### src/rtl/fast_frame_ctrl.sv
// Frame controller in front of a FAST corner / NMS pipeline.
// Aligns to start-of-frame, tags each accepted pixel with its (x, y) coordinate,
// gates the pipeline clock enable, then drains the pipeline after the last pixel.
module fast_frame_ctrl #(
    parameter int unsigned COL_NUM    = 640,
    parameter int unsigned ROW_NUM    = 480,
    parameter int unsigned FAST_DELAY = 12,
    parameter int unsigned NMS_SIZE   = 3
) (
    input  logic       clk,
    input  logic       rst,
    input  logic       start,
    input  logic [7:0] pix_in,
    input  logic       pix_vld,
    input  logic       pix_sof,
    output logic       pix_rdy,
    input  logic       dn_rdy,
    output logic       ce,
    output logic [7:0] pix_out,
    output logic [9:0] x_coord,
    output logic [9:0] y_coord,
    output logic       xy_coord_vld,
    output logic       score_eol,
    output logic       busy,
    output logic       frame_done,
    output logic       err_sof
);

    // Pipeline cycles needed to push the last pixel's score out of the NMS window.
    localparam int unsigned FLUSH_LEN = (NMS_SIZE - 1) * COL_NUM + FAST_DELAY;
    localparam int unsigned FlushCntW = (FLUSH_LEN < 1) ? 1 : $clog2(FLUSH_LEN + 1);

    localparam logic [9:0]           XLast     = 10'(COL_NUM - 1);
    localparam logic [9:0]           YLast     = 10'(ROW_NUM - 1);
    localparam logic [FlushCntW-1:0] FlushLast = FlushCntW'(FLUSH_LEN - 1);

    typedef enum logic [2:0] {
        StIdle,
        StWaitSof,
        StActive,
        StFlush,
        StDone
    } state_e;

    state_e state_q, state_d;

    // Coordinate of the next expected pixel
    logic [9:0]           x_q, x_d;
    logic [9:0]           y_q, y_d;
    logic [FlushCntW-1:0] flush_cnt_q, flush_cnt_d;

    // Registered outputs
    logic       ce_q, ce_d;
    logic [7:0] pix_q, pix_d;
    logic [9:0] xc_q, xc_d;
    logic [9:0] yc_q, yc_d;
    logic       xyv_q, xyv_d;
    logic       eol_q, eol_d;
    logic       done_q, done_d;
    logic       err_q, err_d;

    logic       accepting;
    logic       beat;
    logic       take;
    logic [9:0] cur_x;
    logic [9:0] cur_y;
    logic       last_pix;
    logic       flush_end;

    // Handshake and per-beat decode
    always_comb begin
        accepting = (state_q == StWaitSof) || (state_q == StActive);
        pix_rdy   = accepting & dn_rdy;
        beat      = pix_vld & pix_rdy;
        // Before SOF only a framed beat is kept; junk is consumed and dropped.
        take      = beat & ((state_q == StActive) | pix_sof);
        // Any SOF beat is pixel (0,0), which also resynchronises a broken frame.
        cur_x     = pix_sof ? 10'd0 : x_q;
        cur_y     = pix_sof ? 10'd0 : y_q;
        last_pix  = take && (cur_x == XLast) && (cur_y == YLast);
        flush_end = (state_q == StFlush) && dn_rdy && (flush_cnt_q == FlushLast);
    end

    // State register
    always_ff @(posedge clk) begin
        if (rst) begin
            state_q <= StIdle;
        end else begin
            state_q <= state_d;
        end
    end

    // Next-state logic
    always_comb begin
        state_d = state_q;
        unique case (state_q)
            StIdle:    if (start) state_d = StWaitSof;
            StWaitSof: if (take) state_d = last_pix ? StFlush : StActive;
            StActive:  if (last_pix) state_d = StFlush;
            StFlush:   if (flush_end) state_d = StDone;
            StDone:    state_d = StIdle;
            default:   state_d = StIdle;
        endcase
    end

    // Output and counter next values; everything not touched holds
    always_comb begin
        x_d         = x_q;
        y_d         = y_q;
        flush_cnt_d = flush_cnt_q;
        ce_d        = 1'b0;
        pix_d       = pix_q;
        xc_d        = xc_q;
        yc_d        = yc_q;
        xyv_d       = xyv_q;
        eol_d       = eol_q;
        done_d      = 1'b0;
        err_d       = err_q;

        if (take) begin
            ce_d  = 1'b1;
            pix_d = pix_in;
            xc_d  = cur_x;
            yc_d  = cur_y;
            xyv_d = 1'b1;
            eol_d = (cur_x == XLast);
            if (cur_x == XLast) begin
                x_d = 10'd0;
                y_d = (cur_y == YLast) ? 10'd0 : cur_y + 10'd1;
            end else begin
                x_d = cur_x + 10'd1;
                y_d = cur_y;
            end
            if ((state_q == StActive) && pix_sof && ((x_q != 10'd0) || (y_q != 10'd0))) begin
                err_d = 1'b1;
            end
            if (last_pix) begin
                flush_cnt_d = '0;
            end
        end

        if (state_q == StFlush) begin
            ce_d  = dn_rdy;
            pix_d = 8'd0;
            xyv_d = 1'b0;
            eol_d = 1'b0;
            if (dn_rdy) begin
                flush_cnt_d = flush_cnt_q + FlushCntW'(1);
            end
        end

        if (state_q == StDone) begin
            done_d = 1'b1;
        end
    end

    // Counter and output registers
    always_ff @(posedge clk) begin
        if (rst) begin
            x_q         <= '0;
            y_q         <= '0;
            flush_cnt_q <= '0;
            ce_q        <= 1'b0;
            pix_q       <= '0;
            xc_q        <= '0;
            yc_q        <= '0;
            xyv_q       <= 1'b0;
            eol_q       <= 1'b0;
            done_q      <= 1'b0;
            err_q       <= 1'b0;
        end else begin
            x_q         <= x_d;
            y_q         <= y_d;
            flush_cnt_q <= flush_cnt_d;
            ce_q        <= ce_d;
            pix_q       <= pix_d;
            xc_q        <= xc_d;
            yc_q        <= yc_d;
            xyv_q       <= xyv_d;
            eol_q       <= eol_d;
            done_q      <= done_d;
            err_q       <= err_d;
        end
    end

    assign ce           = ce_q;
    assign pix_out      = pix_q;
    assign x_coord      = xc_q;
    assign y_coord      = yc_q;
    assign xy_coord_vld = xyv_q;
    assign score_eol    = eol_q;
    assign busy         = (state_q != StIdle);
    assign frame_done   = done_q;
    assign err_sof      = err_q;

endmodule

### config.mk
export PLATFORM = sky130hd
export DESIGN_NAME = fast_frame_ctrl
export DESIGN_NICKNAME = d
export VERILOG_FILES = /design/src/rtl/fast_frame_ctrl.sv
export SDC_FILE = /design/constraint.sdc
export NUM_CORES = 1
export LEC_CHECK = 0
export BUFFER_PORTS_ARGS = -buffer_cell sky130_fd_sc_hd__clkbuf_2
export CAP_MARGIN = 10
export CORE_MARGIN = 4
export CORE_UTILIZATION = 55
export CTS_BUF_LIST = sky130_fd_sc_hd__clkbuf_4
export DETAILED_ROUTE_END_ITERATION = 8
export MAX_ROUTING_LAYER = met4
export PLACE_DENSITY_LB_ADDON = 0.12
export SKIP_LAST_GASP = 1
export SLEW_MARGIN = 20
export SYNTH_ARGS = -nofsm -noshare
export SYNTH_HDL_FRONTEND = slang
export SYNTH_SLANG_ARGS = --single-unit
export TNS_END_PERCENT = 5
### constraint.sdc
create_clock -name clk -period 3.4 [get_ports clk]
set_input_delay 0.17 -clock clk [delete_from_list [all_inputs] [get_ports clk]]
set_output_delay 0.17 -clock clk [all_outputs]
set_load 0.02 [all_outputs]
==> summary.txt <==
Global routing
  • GRT Residual Overflow: 0
  • Initial antenna violation count: 0
  • GRT Total Usage: 0.224
  • Largest net degree at the start of global routing: 55
  • First-pass GRT wire length: 13000 um
  • Vias in the first global route: 2797

STA
  • Final Skew: 0.0176 ns
  • Setup TNS: 0 ns
  • Worst-Margin Slew: approximately 0.84 ns
  • Fin. Hold Viols: 0
  • Period minus WS final: ~2.5 ns
  • Endpoints failing setup: 0
  • Max-slew violations: 0
  • RSZ-0062 raised after global routing: false
  • Max-slew headroom: 0.439
  • Part of the cycle the worst path needs: 0.726
  • Peak Freq: a little over 400 MHz
  • Worst Slack Setup Final: a little over 0.9 ns

Place
  • Post-DP HPWL: 5050 um
  • Pre-CTS setup slack: 0.952 ns
  • IO buf count: between 40 and 50
  • Area post-placement: 3420 sq um
  • GP Congestion: 0.869

Synth
  • Post-synth EDFFs: 0
  • Yosys warns: 0
  • Post-Syn Area: around 3300 sq um
  • Synth Area in Compound Gates: 0.223
  • Mapped Cells: 394
  • Ys flop type: dfxtp_1
  • XOR/XNOR Fraction of Synth Area: 0.00268
  • Sequential area share after synthesis: 0.411
  • Syn_area_per_cell: 8.29 sq um
  • Post-synthesis net count: just over 400
  • Seq cells post-synth: 67
  • Largest family of logic cells by synthesized area: simple AND/OR/NAND/NOR gates
  • Simple-Gate Fraction of Synth Area: 0.273
  • Post-synthesis adder-cell area fraction: 0.0115
  • Post-synthesis mux area share: 0.00613
  • Async SR Flop Fraction: 0
  • Yosys cell types: 62

Route
  • Vias: 3043
  • Drt initial violations: between 150 and 200
  • Routed Antenna Nets: 0
  • Total routed wirelength: just under 8000 um
  • 1st-pass router iterations: 4
  • DR vias/cell: 5.97
  • DRC Markers: 0
  • Routed wire length per instance: between 15 and 20 um

Floorplan
  • Rows: 27
  • Die Y: between 80 and 90 um
  • Die ar.: 7240 sq um
  • Io pins: 49
  • Starting Density: 0.579
  • Die W: 85.1 um
  • Core area: 5640 sq um

Setup path
  • Worst setup EP type: flop
  • Critical path cell sequence: nor2b_1 -> ha_1 -> and4b_1 -> and3_1 -> nand3_1 -> nand2_1 -> a311oi_1
  • Cells on worst reg2reg path: 7
  • CP max FO: 12
  • Crit path buffers/inverters: 0
  • Crit. path cell count: 7
  • R2r endpoint: flush_cnt_q[4]
  • Critical path arrival: 2.73 ns
  • Crit path kind: flop to flop
  • Critical Path End: flush_cnt_q[4]
  • Worst EP required: 3.66 ns
  • Worst setup startpoint: x_q[0]
  • Reg2reg start: x_q[0]
  • Cell family with most CP delay: simple AND/OR/NAND/NOR gates
  • Worst R2R Setup Slack: 0.93 ns
  • Worst stage delay on the critical path: about 0.50 ns
  • Slowest library cell on the worst path: and3_1
  • Critical path launch point type: flop

Clock network
  • Sink Count: 67
  • TritonCTS Buffers: 9
  • Worst-path clk slew: 0.11 ns
  • CTS tree: yes
  • Maximum buffer depth of the clock tree: 2
  • Setup bufs post-CTS: 0
  • Root Buffer: clkbuf_4
  • H-tree level count: 3
  • Worst-skew pair later-pin latency: ~0.41 ns

Finish
  • Nets@finish: 450
  • Antenna cells: 0
  • Commonest non-fill, non-tap cell in the layout: dfxtp_1
  • Fill count: ~510
  • Area of the multi-input gates: 1700 sq um
  • Cell area after layout: 3610 sq um
  • Share of layout cells above drive strength 1: 0.187
  • Leading cell types in the layout, fill and taps excluded: dfxtp_1 (67), nor2_1 (50), clkbuf_2 (48)
  • Area growth syn-to-layout: 10.5%
  • Sequential Area: 1340 sq um

Job
  • Max Cap Viol: 0

Pwr
  • Pwr Density: approximately 360 nW/um^2
  • Total power: 1.31 mW
  • Leakage: between 1 and 1.5 nW
  • Max VDD drop: 0.000229 V

Outcome
  • Status: complete, no violations

Hold path
  • HP Class: primary input to flop
[cells by family after synthesis]
logic type | after synthesis
AOI/OAI and AO/OA | 112
adders and majority gates | 3
muxes | 2
buffers and inverters | 37
and+or+nand+nor | 172
DFF | 67
xor gates and xnor gates | 1
[worst min-delay path by stage]
stage	start	to	slack, ns	cells after the start
after floorplan	pix_in[0]	pix_out[0]	0.31	2
after global placement	pix_in[2]	pix_out[2]	0.39	3
after detailed placement	pix_in[6]	pix_out[6]	0.40	3
after CTS	pix_vld	err_sof	0.06	3
after global routing	pix_vld	err_sof	0.08	3
final	pix_vld	err_sof	0.08	3
[synth_stat cells (2+ instances only)]
master    count  share of area
a21oi_1      35          0.054
a22oi_1      19          0.044
a311oi_1      6          0.016
a31oi_1       7          0.013
a32oi_1       2         0.0054
a41oi_1       3         0.0080
and2_1        2         0.0038
and3_1        6          0.011
and4b_1       3         0.0092
buf_2         8          0.012
buf_4         2         0.0046
buf_6         5          0.017
clkbuf_1     11          0.013
clkbuf_4      2         0.0046
clkbuf_8      3          0.013
dfxtp_1      67           0.41
ha_1          3          0.011
inv_1         3         0.0034
mux2i_1       2         0.0061
nand2_1      46          0.053
nand2b_1      3         0.0057
nand3_1      13          0.020
nand3b_1      4         0.0092
nand4_1       8          0.015
nand4b_1      3         0.0080
nor2_1       50          0.057
nor2b_1       4         0.0077
nor3_1        7          0.011
nor4_1        6          0.011
nor4b_1       2         0.0054
o21ai_0      20          0.031
o21ai_1       6         0.0092
or3_1         3         0.0057
or4_1         2         0.0046
[metal layers]
layer	wire length [um]	global-route usage	vias to the layer above	part of all wire
met5	0	-	-	0
met4	149	0.0906	0	0.019
met3	347	0.0369	14	0.045
met2	3750	0.369	72	0.48
met1	3500	0.272	1441	0.45
li1	-	-	1516	-
[registers in the layout (all words and copies together), names as in the netlist]
signal        flops
flush_cnt_q      11
x_coord          10
x_q              10
y_coord          10
y_q              10
pix_out           8
state_q           3
ce                1
err_sof           1
frame_done        1
score_eol         1
xy_coord_vld      1
[report_power, final]
group	switching, mW	internal (mW)	total (mW)
sequential	0.00433	0.788	0.793
combinational	0.0483	0.0270	0.0753
clock	0.273	0.169	0.442
total	0.326	0.984	1.31
[metrics by stage]
step,util,hold WS [ns],cells
final,0.640,0.0792,510
after global routing,0.640,0.0767,510
after CTS,0.639,0.0615,510
after detailed placement,0.606,0.400,486
after global placement,0.606,0.393,486
after floorplan,-,0.306,394
[final cells by class]
type | count | share of cell area
clock inverters | 4 | 0.00485
well taps | 72 | 0.0250
clock buffers | 12 | 0.0250
repair buffers | 61 | 0.0992
multi-input cells | 290 | 0.470
flip-flops and latches | 67 | 0.372
inverters | 4 | 0.00416
[worst min-delay path: stages]
cell and delay, ns:
clkbuf_2 0.10, o2111ai_1 0.10, a21oi_1 0.07
[timing repair]
item	CTS	global route
resized for setup	0	0
hold buffers	8	0
setup endpoints to repair	0	0
hold endpoints to repair	8	0
(Power assumes the default switching activity.)
